[src/rtl/arb4_decoder_ctrl.sv]
// Round-robin owner of a shared 2-to-4 decoder: drives sel/en, mirrors grant,
// enforces a hold limit under contention and a one-cycle gap between owners.
module arb4_decoder_ctrl #(
  parameter int unsigned MAX_HOLD = 8
) (
  input  logic       clock_i,
  input  logic       reset_i,
  input  logic [3:0] req_i,
  output logic [1:0] sel_o,
  output logic       en_o,
  output logic [3:0] grant_o,
  output logic       preempt_o
);

  // state | meaning
  // IDLE  | no owner, decoder disabled
  // GRANT | sel_q owns the decoder, en high, cnt_q counts held cycles
  // GAP   | one dead cycle after a release, sel_q still names the old owner
  typedef enum logic [1:0] {
    IDLE  = 2'd0,
    GRANT = 2'd1,
    GAP   = 2'd2
  } state_e;

  localparam logic       HOLD_EN   = (MAX_HOLD != 0);
  localparam logic [7:0] HOLD_LAST = (MAX_HOLD == 0) ? 8'd0 : 8'(MAX_HOLD - 1);

  state_e     state_q, state_d;
  logic [1:0] ptr_q, ptr_d;
  logic [7:0] cnt_q, cnt_d;
  logic [1:0] sel_q, sel_d;
  logic       en_q, en_d;
  logic [3:0] grant_q, grant_d;
  logic       preempt_q, preempt_d;

  logic [1:0] win;
  logic       found;
  logic       any_req;
  logic       owner_req;
  logic       others_waiting;
  logic       hold_expired;

  // Search starts just after the last owner, so the last owner ranks lowest.
  always_comb begin
    win   = ptr_q;
    found = 1'b0;
    for (int k = 1; k <= 4; k++) begin
      logic [1:0] idx;
      idx = ptr_q + 2'(k);
      if (!found && req_i[idx]) begin
        win   = idx;
        found = 1'b1;
      end
    end
  end

  assign any_req        = |req_i;
  assign owner_req      = req_i[sel_q];
  assign others_waiting = |(req_i & ~(4'b0001 << sel_q));
  assign hold_expired   = HOLD_EN && (cnt_q == HOLD_LAST);

  always_ff @(posedge clock_i) begin
    if (reset_i) begin
      state_q   <= IDLE;
      ptr_q     <= 2'd3;
      cnt_q     <= 8'd0;
      sel_q     <= 2'd0;
      en_q      <= 1'b0;
      grant_q   <= 4'b0000;
      preempt_q <= 1'b0;
    end else begin
      state_q   <= state_d;
      ptr_q     <= ptr_d;
      cnt_q     <= cnt_d;
      sel_q     <= sel_d;
      en_q      <= en_d;
      grant_q   <= grant_d;
      preempt_q <= preempt_d;
    end
  end

  always_comb begin
    state_d = state_q;
    case (state_q)
      IDLE:    state_d = any_req ? GRANT : IDLE;
      GRANT: begin
        if (!owner_req)                         state_d = GAP;
        else if (hold_expired && others_waiting) state_d = GAP;
        else                                     state_d = GRANT;
      end
      GAP:     state_d = any_req ? GRANT : IDLE;
      default: state_d = IDLE;
    endcase
  end

  // Outputs are registered: this block computes their next values.
  always_comb begin
    ptr_d     = ptr_q;
    cnt_d     = cnt_q;
    sel_d     = sel_q;
    en_d      = 1'b0;
    grant_d   = 4'b0000;
    preempt_d = 1'b0;
    if (state_d == GRANT) begin
      en_d = 1'b1;
      if (state_q != GRANT) begin
        sel_d   = win;
        ptr_d   = win;
        cnt_d   = 8'd0;
        grant_d = 4'b0001 << win;
      end else begin
        grant_d = grant_q;
        if (!hold_expired && cnt_q != 8'hFF) cnt_d = cnt_q + 8'd1;
      end
    end else if (state_q == GRANT) begin
      // Leaving GRANT while the owner still requests can only be a forced release.
      preempt_d = owner_req;
    end
  end

  assign sel_o     = sel_q;
  assign en_o      = en_q;
  assign grant_o   = grant_q;
  assign preempt_o = preempt_q;

endmodule

[config.mk]
export PLATFORM = sky130hd
export DESIGN_NAME = arb4_decoder_ctrl
export DESIGN_NICKNAME = d
export VERILOG_FILES = /design/src/rtl/arb4_decoder_ctrl.sv
export SDC_FILE = /design/constraint.sdc
export NUM_CORES = 1
export LEC_CHECK = 0
export ABC_AREA = 1
export CAP_MARGIN = 20
export CORE_ASPECT_RATIO = 1.75
export CORE_UTILIZATION = 45
export CTS_CLUSTER_DIAMETER = 60
export DETAILED_ROUTE_END_ITERATION = 12
export PLACE_DENSITY = 0.66
export SETUP_SLACK_MARGIN = 0.02
export SLEW_MARGIN = 20
export SYNTH_ARGS = -nofsm -noshare
export SYNTH_HDL_FRONTEND = slang
export SYNTH_SLANG_ARGS = --single-unit
export TNS_END_PERCENT = 5
[constraint.sdc]
create_clock -name clock_i -period 1.7 [get_ports clock_i]
set_input_delay 0.34 -clock clock_i [delete_from_list [all_inputs] [get_ports clock_i]]
set_output_delay 0.34 -clock clock_i [all_outputs]
set_load 0.02 [all_outputs]
# Word level (Yosys, flattened, before mapping)
# Index checks and enable logic that the tools add are counted.
# word_totals
output_inout_bits	8
wordCells	70
register_bits	20
in_bits	6
# classes
shift	2
n_bitwise	4
n_mux	24
order_cmp	5
add_sub_neg	4
eq_ne	6
reduce_logical	18
# ops
cell	n
$mux 8	2
$lt 2x3->1 const B	5
$mux 2	6
$bmux 1 s2	5
$mux 1	10
$add 8x1->8 const B	1
$eq 8x3->1 const B	1
$ne 8x8->1 const B	1
$reduce_or 4->1	2
$shl 1x2->4 const A	2
$logic_and 1x1->1	5
$add 2x2->2 const B	2
$and 4x4->4	1
$eq 2x1->1 const B	2
$logic_not 1->1	4
$not 4->4	1
$pmux 2 s2	1
$reduce_and 2->1	2
$reduce_or 2->1	2
$reduce_or 3->1	1
$add 2x1->2 const B	1
$eq 2x2->1 const B	1
$logic_not 2->1	1
$ne 2x1->1 const B	1
other kinds (2)	3

# Depth between registers and ports, before layout
# Gate-level depths: netlist (run 1).
# depth
depth_word	14
mapped_depth	14
ltp_nobuf	13

# Least setup slack after synthesis (run 1)
# OpenSTA, ideal clock, no wires.
# synth_timing
path_type	reg2reg
startpoint	register cnt_q[0]
endpoint	register cnt_q[3]
period_less_slack_ns	1.487
setup_time_ns	0.132
required_ns	1.568
n_path_buf	0
setup_slack_ns	0.213
arrival_time_ns	1.354
path_stages_with_launch	9
cell_sequence	dfxtp_1 -> ha_1 -> nand2_1 -> nor3_1 -> and2_1 -> o21ai_2 -> nand2_4 -> nand2_1 -> a21oi_1
# synth_via
elab_chain_len	7
elab_cells_between_ends	14
cone_classes	1 x add/sub; 3 x eq/ne; 5 x mux; 5 x reduce/logical
# synth_lines
item	line	rtl
start, declared	30	logic [7:0] cnt_q, cnt_d;
start signal, assigned	74	cnt_q <= cnt_d;
$eq 8x3->1	60	assign hold_expired = HOLD_EN && (cnt_q == HOLD_LAST);
$logic_and 1x1->1	88	else if (hold_expired && others_waiting) state_d = GAP;
$mux 2	88	
$mux 2	87	if (!owner_req) state_d = GAP;
$pmux 2 s2	84	case (state_q)
$eq 2x1->1	104	if (state_d == GRANT) begin
$reduce_and 2->1 (no source line)	n/a	
# Parallel ways exist; a longest one is shown, timed or not. The select of a mux whose other input is x is not followed.
# A chain may end at the register's enable or synchronous reset.

# Worst setup path after layout (run 1)
# layout_timing
startpoint	register cnt_q[1]
endpoint	register cnt_q[7]
# The elaborated chain is that of the path after synthesis.

==> summary.txt, run 1 <==
Detailed Route Iter0 Violations: 30
initial antenna violation count: 0
Crit-path slowest cell: dfxtp_2
DIE AREA: 3116 um^2
Root Driver: clkbuf_8
TritonCTS clock tree: done
max_slew headroom: 0.7209
DRC: 0
P&R area growth vs syn: 25.22%
reg2reg setup slack: 0.13 ns
initial core utilization: 0.4777
CP Depth: 10
Final Hold Viols: 0
CTS Hold Bufs: 0
first-pass GRT wire length: 5037 um
critical path class: reg2reg
worst reg2reg startpoint: cnt_q[1]
layout cell share with drive strength beyond 1: 0.2857
Crit. End Element: flip-flop
VDD IR max: 850.2 uV
Worst-Margin Slew: 0.4182 ns
EDFF count, synth: 0
critical path launch point type: flip-flop
Synth top cells by count: nand2_1, dfxtp_1, nand3_1
leak pwr: 0.0007045 uW
global route overflow: 0
final antenna-violating net count: 0
maximum root-to-sink buffer count: 2
simple-gate share of the synthesized area: 0.4726
diode count: 0
register area share after synthesis: 0.3080
pin count of the biggest net entering global routing: 14
Net Count, Synth: 194
CP max FO: 8
vias in the first global route: 1242
critical-path cell list: ha_2 > nand2_2 > nor3_1 > and2_1 > nand2_1 > nand3_2 > nand2_4 > nand2_4 > nand2_1 > a21oi_1
count leader, synth: nand2_1
Design Area, Final: 1628 um^2
Util after Layout: 0.5982
unrepaired setup endpoints after global routing: no
Hold WC Path Type: reg2reg
Overall Global Routing Usage: 0.2067
Synth Instances: 187
H-tree depth: 1
outcome: complete, no violations
worst setup margin: 0.1319 ns
xor/xnor share of the synthesized area: 0.03369
endpoints failing setup: 0
ys async rst share: 0
Chip Width: 42.63 um
FP Rows: 25
leading area contributor after synthesis: dfxtp_1
Mapped Area: 1300 um^2
Detailed Place HPWL: 2270 um
Worst path top cell family by delay: simple AND/OR/NAND/NOR gates
Post-Route WL: 2892 um
predominant post-synthesis flop cell: dfxtp_1
PortBufs: 13
Crit path arrival time: 1.75 ns
Design Power: 2325 uW
CTS Sinks: 20
Synth Area in Compound Gates: 0.09143
worst r2r dst: cnt_q[7]
Nets: 226
dpl ws: -0.2590 ns
share of the synthesized area in the top cell type: 0.3080
Max Slew Vio Count: 0
syn_area_per_cell: 6.952 um^2
ranking of synthesized cells by area: dfxtp_1, nand2_1, nand3_1, a21oi_1, nor2_1
core area: 2721 um^2
via-per-instance ratio: 5.230
Final min period: 1.568 ns
flops & latches, synth: 20
IO Count: 14
mux cell area share after synthesis: 0
pwr/cell area: 1428 nW/um^2
CP Buf/Inv Count: 0
clk_skew: 0.001862 ns
post-route clock period utilization: 0.9224
synth warn: 0
Crit. Startpoint: cnt_q[1]
total CTS buffers: 3
Max-Cap Viols: 0
wire per inst: 11.85 um
Final GP Congestion: 0.8325
drt first pass iters: 4
Worst-Skew Late Latency: 0.25 ns
Largest stage delay, worst path: 0.34 ns
Hold Crit Start: grant_o[2]
Worst-path clk slew: 0.07 ns
Post-DP Area: 1550 um^2
Cell variety after synth: 29
adder-cell share of the synthesized area: 0.009625
crit path to: cnt_q[7]
Req. time, crit path: 1.88 ns
via count: 1276
largest family of logic cells by synthesized area: simple AND/OR/NAND/NOR gates
Reg2Reg Depth: 10
Die H: 73.10 um
f_max: 637.7 MHz
[cells by family (layout without fill, tap and decap cells)]
logic type,count (synthesis),count (layout)
XOR/XNOR,5,5
AND/OR/NAND/NOR,117,118
AO/OA/AOI/OAI,22,22
flip-flops,20,20
buffers and inverters,22,51
adder cells (fa/ha/maj),1,1
[cell type report]
cell class              instances  area [um^2]
well taps                      27        33.78
repair buffers                 30        261.5
clock buffers                   3        41.29
fillers                       258         1094
flip-flops and latches         20        404.1
multi-input cells             146        810.8
inverters                      18        76.32
[worst min path at each step]
| stage | slack [ns] | end | cells after the start |
|---|---|---|---|
| finish | 0.46 | grant_o[2] | 2 |
| global route | 0.49 | grant_o[2] | 2 |
| CTS | 0.47 | grant_o[3] | 2 |
| detailed placement | 0.46 | grant_o[3] | 2 |
| global placement | 0.46 | grant_o[2] | 2 |
| floorplan | 0.41 | state_q[1] | 1 |
[worst register-to-register path, stage by stage, from the launching register on]
cell and delay (ns):
dfxtp_2 0.34, ha_2 0.18, nand2_2 0.08, nor3_1 0.13, and2_1 0.19, nand2_1 0.08
nand3_2 0.10, nand2_4 0.10, nand2_4 0.12, nand2_1 0.06, a21oi_1 0.13
[per-stage QoR]
stage | hold WS, ns | std cells | TNS, ns
floorplan | 0.4097 | 187 | 0
global placement | 0.4559 | 239 | -3.622
detailed placement | 0.4602 | 239 | -3.979
CTS | 0.4710 | 242 | 0
global route | 0.4893 | 244 | 0
finish | 0.4645 | 244 | 0
[placed cells by master, fill, tap and decap left out, drive strengths merged, types with 2 or more instances in the layout]
master	n
o211ai	2
xor2	4
dfxtp	20
clkdlybuf4s50	7
nand2	60
a21oi	15
dlymetal6s2s	2
nor3	6
inv	17
nand3	24
dlygate4sd2	4
clkbuf	3
buf	17
nand4	4
nor2	22
o21ai	5
[routing by layer]
| metal | vias up | wire (um) | share of wire | track usage |
|---|---|---|---|---|
| met4 | 0 | 56 | 0.019 | 0.08681 |
| met1 | 583 | 1075 | 0.37 | 0.2024 |
| met2 | 15 | 1714 | 0.59 | 0.4192 |
| met3 | 6 | 45 | 0.016 | 0.01485 |
| met5 | - | 0 | 0 | 0 |
| li1 | 672 | - | - | - |
[where the power goes]
| group | internal, uW | switching, uW | leakage [uW] |
|---|---|---|---|
| sequential | 565 | 88.1 | 0.000164 |
| clock | 157 | 138 | 0.0000216 |
| combinational | 525 | 851 | 0.000519 |
| total | 1250 | 1080 | 0.000704 |
[registers in the layout, summed over array words and instances (netlist names)]
| register | flops |
|---|---|
| ptr_q | 2 |
| grant_o | 4 |
| preempt_o | 1 |
| en_o | 1 |
| state_q | 2 |
| sel_o | 2 |
| cnt_q | 8 |
[what timing repair did]
action | 4_1_cts | 5_1_grt
hold endpoints to repair | 0 | 0
gates resized for setup | 5 | 10
pin swaps | 0 | 3
endpoints found under the setup margin | 8 | 15
setup buffers | 0 | 1
cloned | 0 | 1
(Power assumes the default switching activity.)
==> inputs of run 2 (changes only) <==
--- a/config.mk
+++ b/config.mk
@@ -9,8 +9,10 @@
 export CAP_MARGIN = 20
 export CORE_ASPECT_RATIO = 1.75
 export CORE_UTILIZATION = 45
+export CTS_BUF_LIST = sky130_fd_sc_hd__clkbuf_16
 export CTS_CLUSTER_DIAMETER = 60
 export DETAILED_ROUTE_END_ITERATION = 12
+export GPL_TIMING_DRIVEN = 0
 export PLACE_DENSITY = 0.66
 export SETUP_SLACK_MARGIN = 0.02
 export SLEW_MARGIN = 20
==> summary.txt, run 2 (synthesis gave the netlist of run 1 again) <==
TritonCTS clock tree: done
diode count: 0 (unchanged)
H-tree depth: 1 (unchanged)
wire per inst: 12.72 um (+7.3%)
vias in the first global route: 1225 (-1.4%)
initial antenna violation count: 0 (unchanged)
core area: 2721 um^2 (unchanged)
f_max: 631.5 MHz (-0.99%)
number of flip-flops under the largest register name: 8 (unchanged)
Root Driver: clkbuf_16
worst setup margin: 0.1163 ns (-0.01560 ns)
critical path launch point type: input pin
Util after Layout: 0.6023 (+0.004138)
Chip Width: 42.63 um (unchanged)
Max-Cap Viols: 0 (unchanged)
Crit-path slowest cell: or3_1
Crit path arrival time: 1.71 ns (-0.04 ns)
global route overflow: 0 (unchanged)
drt first pass iters: 4 (unchanged)
first-pass GRT wire length: 5175 um (+2.7%)
CTS Sinks: 20 (unchanged)
via-per-instance ratio: 5.268 (+0.74%)
maximum root-to-sink buffer count: 2 (unchanged)
Final min period: 1.584 ns (+0.01560 ns)
critical path class: in2reg
Req. time, crit path: 1.82 ns (-0.06 ns)
dpl ws: -0.3603 ns (-0.1013 ns)
FP Rows: 25 (unchanged)
Detailed Place HPWL: 2280 um (+0.44%)
pwr/cell area: 1602 nW/um^2 (+12%)
Fin Hold WS: 0.4724 ns (+0.007878 ns)
total CTS buffers: 3 (unchanged)
Worst-path clk slew: 0.06 ns (about the same)
Pint: 1508 uW (+21%)
via count: 1238 (-3.0%)
Final Hold Viols: 0 (unchanged)
clk_skew: 0.002781 ns (+0.0009186 ns)
DIE AREA: 3116 um^2 (unchanged)
Seq. cell area: 405.4 um^2 (+0.31%)
VDD IR max: 877.7 uV (+3.2%)
endpoints failing setup: 0 (unchanged)
layout cell share with drive strength beyond 1: 0.2452 (-0.04052)
Worst-Skew Late Latency: 0.25 ns (about the same)
Sw Ratio: 0.4254 (-0.03817)
Biggest register: cnt_q
Psw: 1117 uW (+3.6%)
Comb pwr share: 0.506 (-0.086)
post-route clock period utilization: 0.9316 (+0.009177)
sequential share of power: 0.250 (-0.031)
pin count of the biggest net entering global routing: 13 (-1)
final antenna-violating net count: 0 (unchanged)
CTS Hold Bufs: 0 (unchanged)
layout filler cell count: 261 (+1.2%)
Die H: 73.10 um (unchanged)
CP max FO: 10 (+2)
P&R area growth vs syn: 26.08%
Worst-Margin Slew: 0.4410 ns (+0.02286 ns)
Clk pwr share: 0.245 (+0.118)
most common cell after layout, fill and taps aside: nand2_1
Crit. End Element: flip-flop
max_slew headroom: 0.7060 (-0.01494)
outcome: complete, no violations
Hold WC Path Type: reg2reg
IO Count: 14 (unchanged)
final setup TNS: 0 ns (unchanged)
Post-Route WL: 2989 um (+3.4%)
PortBufs: 13 (unchanged)
Overall Global Routing Usage: 0.2152 (+0.008509)
unrepaired setup endpoints after global routing: yes
area of the multi-input gates: 824.5 um^2 (+1.7%)
leak pwr: 0.0006782 uW (-3.7%)
initial core utilization: 0.4777 (unchanged)
most frequent cells in the layout: nand2_1, nand3_1, nor2_1, dfxtp_1, a21oi_1
Largest stage delay, worst path: 0.40 ns (+0.06 ns)
Nets: 216 (-4.4%)
critical-path cell list: dlygate4sd2_1 > or3_1 > nor2_2 > nor2_4 > clkinv_2 > nand2_4 > buf_6 > nand3_1 > a21oi_1
Max Slew Vio Count: 0 (unchanged)
Final GP Congestion: 0.7940 (-4.6%)
DRC: 0 (unchanged)
Detailed Route Iter0 Violations: 17 (-43%)
-- run 2: timing repair --
action	in CTS	in global routing
endpoints found under the setup margin	18	18
resized for setup	7	10
buffers inserted	0	4
pin swaps	0	4
-- run 2: power by group through the flow --
stage / registers, uW / logic (uW) / clock network [uW]
after CTS: 653 / 1340 / 652
after global placement: 658 / 1300 / 0
after detailed placement: 665 / 1350 / 0
after floorplan: 727 / 943 / 0
final: 655 / 1330 / 642
after global routing: 670 / 1480 / 671
-- run 2: through the flow --
stage	std cells	total power (uW)	area [um^2]
after CTS	231	2642	1575
after floorplan	187	1670	1300
after global placement	227	1959	1464
final	235	2625	1639
after global routing	235	2817	1639
after detailed placement	227	2010	1464
-- run 2: path summary, 6_finish.rpt --
| kind | startpoint | to | slack [ns] | cells after the start |
|---|---|---|---|---|
| worst max-delay path | req_i[0] | cnt_q[2] | 0.12 | 9 |
| worst min-delay path | grant_o[2] | grant_o[2] | 0.47 | 2 |
| worst max register to register | cnt_q[0] | cnt_q[2] | 0.12 | 9 |
| worst min register to register | grant_o[2] | grant_o[2] | 0.47 | 2 |
-- run 2: final cells by class --
class	instances	area share
Clock inverter	1	0.01832
Clock buffer	3	0.04580
Buffer	4	0.02061
Tap cell	27	0.02061
Timing Repair Buffer	17	0.09771
Multi-Input combinational cell	145	0.5031
Inverter	18	0.04656
Sequential cell	20	0.2473
-- run 2: metal layers --
layer / up-vias / track usage / wire, um
met2: 14 / 0.4310 / 1782
li1: 654 / - / -
met1: 565 / 0.1994 / 1083
met5: - / 0 / 0
met4: 0 / 0.09375 / 48
met3: 5 / 0.03960 / 75
-- run 2: critical path: cells and delay by family --
kind / cells / cell delay, ns
simple gates: 5 / 0.76
buf+inv: 3 / 0.52
compound gates: 1 / 0.07
==> inputs of run 3 (changes only) <==
--- a/config.mk
+++ b/config.mk
@@ -6,14 +6,15 @@
 export NUM_CORES = 1
 export LEC_CHECK = 0
 export ABC_AREA = 1
-export CAP_MARGIN = 20
+export ABC_CLOCK_PERIOD_IN_PS = 1450
+export CAP_MARGIN = 40
 export CORE_ASPECT_RATIO = 1.75
 export CORE_UTILIZATION = 45
 export CTS_BUF_LIST = sky130_fd_sc_hd__clkbuf_16
 export CTS_CLUSTER_DIAMETER = 60
 export DETAILED_ROUTE_END_ITERATION = 12
 export GPL_TIMING_DRIVEN = 0
-export PLACE_DENSITY = 0.66
+export PLACE_DENSITY = 0.68
 export SETUP_SLACK_MARGIN = 0.02
 export SLEW_MARGIN = 20
 export SYNTH_ARGS = -nofsm -noshare
==> constraint.sdc (replaced) <==
create_clock -name clock_i -period 1.45 [get_ports clock_i]
set_input_delay 0.29 -clock clock_i [delete_from_list [all_inputs] [get_ports clock_i]]
set_output_delay 0.29 -clock clock_i [all_outputs]
set_load 0.02 [all_outputs]
==> summary.txt, run 3 (synthesis gave the netlist of run 1 again) <==
Design Power: 3037 uW (+16%)
CTS Sinks: 20 (unchanged)
Worst-Margin Slew: 0.4743 ns (+0.03325 ns)
Design Area, Final: 1677 um^2 (+2.3%)
unrepaired setup endpoints after global routing: yes
most frequent cells in the layout: nand2_1, nand3_1, nor2_1
Final GP Congestion: 0.8421 (+6.1%)
total CTS buffers: 3 (unchanged)
critical path launch point type: flip-flop
Detailed Place HPWL: 2217 um (-2.8%)
reg2reg setup slack: -0.16 ns (-0.28 ns)
PortBufs: 13 (unchanged)
P&R area growth vs syn: 28.97%
Overall Global Routing Usage: 0.2034 (-0.01181)
global route overflow: 0 (unchanged)
IO Count: 14 (unchanged)
Max-Cap Viols: 0 (unchanged)
diode count: 0 (unchanged)
pwr/cell area: 1811 nW/um^2 (+13%)
pin count of the biggest net entering global routing: 12 (-1)
Crit. Startpoint: cnt_q[0]
failing checks: negative setup slack
Post-DP Area: 1486 um^2 (+1.5%)
Largest stage delay, worst path: 0.35 ns (-0.05 ns)
Detailed Route Iter0 Violations: 37 (+20)
critical-path cell list: ha_4 > nand2_4 > nor3_1 > and2_4 > nand2_1 > nand3_2 > nand2_4 > buf_6 > nand3_1 > a21oi_2
Req. time, crit path: 1.57 ns (-0.25 ns)
layout cell share with drive strength beyond 1: 0.3048 (+0.05957)
Hold WC Path Type: reg2reg
FP Rows: 25 (unchanged)
number of flip-flops under the largest register name: 8 (unchanged)
endpoints failing setup: 16 (+16)
Crit-path slowest cell: dfxtp_4
post-route clock period utilization: 1.113
worst reg2reg startpoint: cnt_q[0]
H-tree depth: 1 (unchanged)
via-per-instance ratio: 5.376 (+2.0%)
outcome: complete, but fails checks
VDD IR max: 946.1 uV (+7.8%)
drt first pass iters: 4 (unchanged)
DRC: 0 (unchanged)
TritonCTS clock tree: done
maximum root-to-sink buffer count: 2 (unchanged)
most common cell after layout, fill and taps aside: nand2_1
max_slew headroom: 0.6838 (-0.02217)
Final Hold Viols: 0 (unchanged)
critical path class: reg2reg
Die H: 73.10 um (unchanged)
Post-Route WL: 3016 um (+0.90%)
core area: 2721 um^2 (unchanged)
final antenna-violating net count: 0 (unchanged)
Top cell by count, worst path: nand2_4
DIE AREA: 3116 um^2 (unchanged)
Crit path arrival time: 1.74 ns (+0.03 ns)
Chip Width: 42.63 um (unchanged)
Worst-path clk slew: 0.05 ns (about the same)
initial antenna violation count: 0 (unchanged)
leak pwr: 0.0007290 uW (+7.5%)
Crit. End Element: flip-flop
Worst-Skew Late Latency: 0.26 ns (about the same)
crit path to: cnt_q[2]
worst r2r dst: cnt_q[2]
wire per inst: 12.73 um (about the same)
initial core utilization: 0.4777 (unchanged)
first-pass GRT wire length: 4899 um (-5.3%)
worst setup margin: -0.1645 ns (-0.2808 ns)
clk_skew: 0.004880 ns (+0.002099 ns)
Final min period: 1.614 ns
Max Slew Vio Count: 0 (unchanged)
via count: 1274 (+2.9%)
Reg2Reg Depth: 10 (+1)
Nets: 218 (+0.93%)
vias in the first global route: 1145 (-6.5%)
f_max: 619.4 MHz
Biggest register: cnt_q
Root Driver: clkbuf_16
CP max FO: 10 (unchanged)
==> run 3: critical path: cells and delay by family, from the launching register on <==
family / cells / cell delay [ns]
adders and majority gates: 1 / 0.15
AOI/OAI and AO/OA: 1 / 0.06
buffers and inverters: 1 / 0.14
and+or+nand+nor: 7 / 0.77
DFF: 1 / 0.35
==> run 3: worst min path at each step <==
| stage | startpoint | slack, ns | to | cells past startpoint |
|---|---|---|---|---|
| finish | grant_o[3] | 0.46 | grant_o[3] | 2 |
| global route | grant_o[3] | 0.48 | grant_o[3] | 2 |
| detailed placement | grant_o[3] | 0.46 | grant_o[3] | 2 |
| floorplan | reset_i | 0.36 | state_q[1] | 1 |
| CTS | grant_o[3] | 0.46 | grant_o[3] | 2 |
| global placement | grant_o[3] | 0.45 | grant_o[3] | 2 |
==> run 3: timing repair <==
item,4_1_cts,5_1_grt
resized for setup,20,15
hold buffers,0,0
setup buffers,0,5
cloned,0,1
pin swaps,3,12
setup endpoints to repair,28,20
==> run 3: stage by stage <==
stage          setup TNS (ns)  hold slack (ns)    util  cells  setup WS (ns)
2_1_floorplan               0           0.3597       -    187        0.02055
3_3_place_gp           -9.052           0.4544  0.5462    227        -0.5161
3_5_place_dp           -9.453           0.4556  0.5462    227        -0.5318
4_1_cts               -0.5164           0.4609  0.5802    231       -0.06857
5_1_grt                -2.649           0.4823  0.6161    237        -0.2227
6_report               -1.291           0.4578  0.6161    237        -0.1645
==> run 3: final cells by class <==
cell class | count | area (um^2)
Sequential cell | 20 | 410.4
Fill cell | 269 | 1045
Multi-Input combinational cell | 146 | 890.9
Inverter | 18 | 76.32
Clock inverter | 1 | 3.754
Clock buffer | 3 | 75.07
Buffer | 4 | 33.78
Timing Repair Buffer | 18 | 152.6
Tap cell | 27 | 33.78
==> run 3: routing by layer <==
layer | share of wire | global-route usage | routed length (um) | vias to the layer above
met1 | 0.39 | 0.2031 | 1164 | 600
met3 | 0.018 | 0.01485 | 55 | 5
li1 | - | - | - | 657
met4 | 0.019 | 0.1042 | 57 | 0
met2 | 0.58 | 0.3990 | 1739 | 12
met5 | 0 | 0 | 0 | -
==> run 3: where the power goes <==
group / internal (uW) / total [uW] / switching [uW]
Sequential: 665 / 770 / 105
Combinational: 603 / 1690 / 1090
Clock: 368 / 574 / 206
Total: 1640 / 3040 / 1400
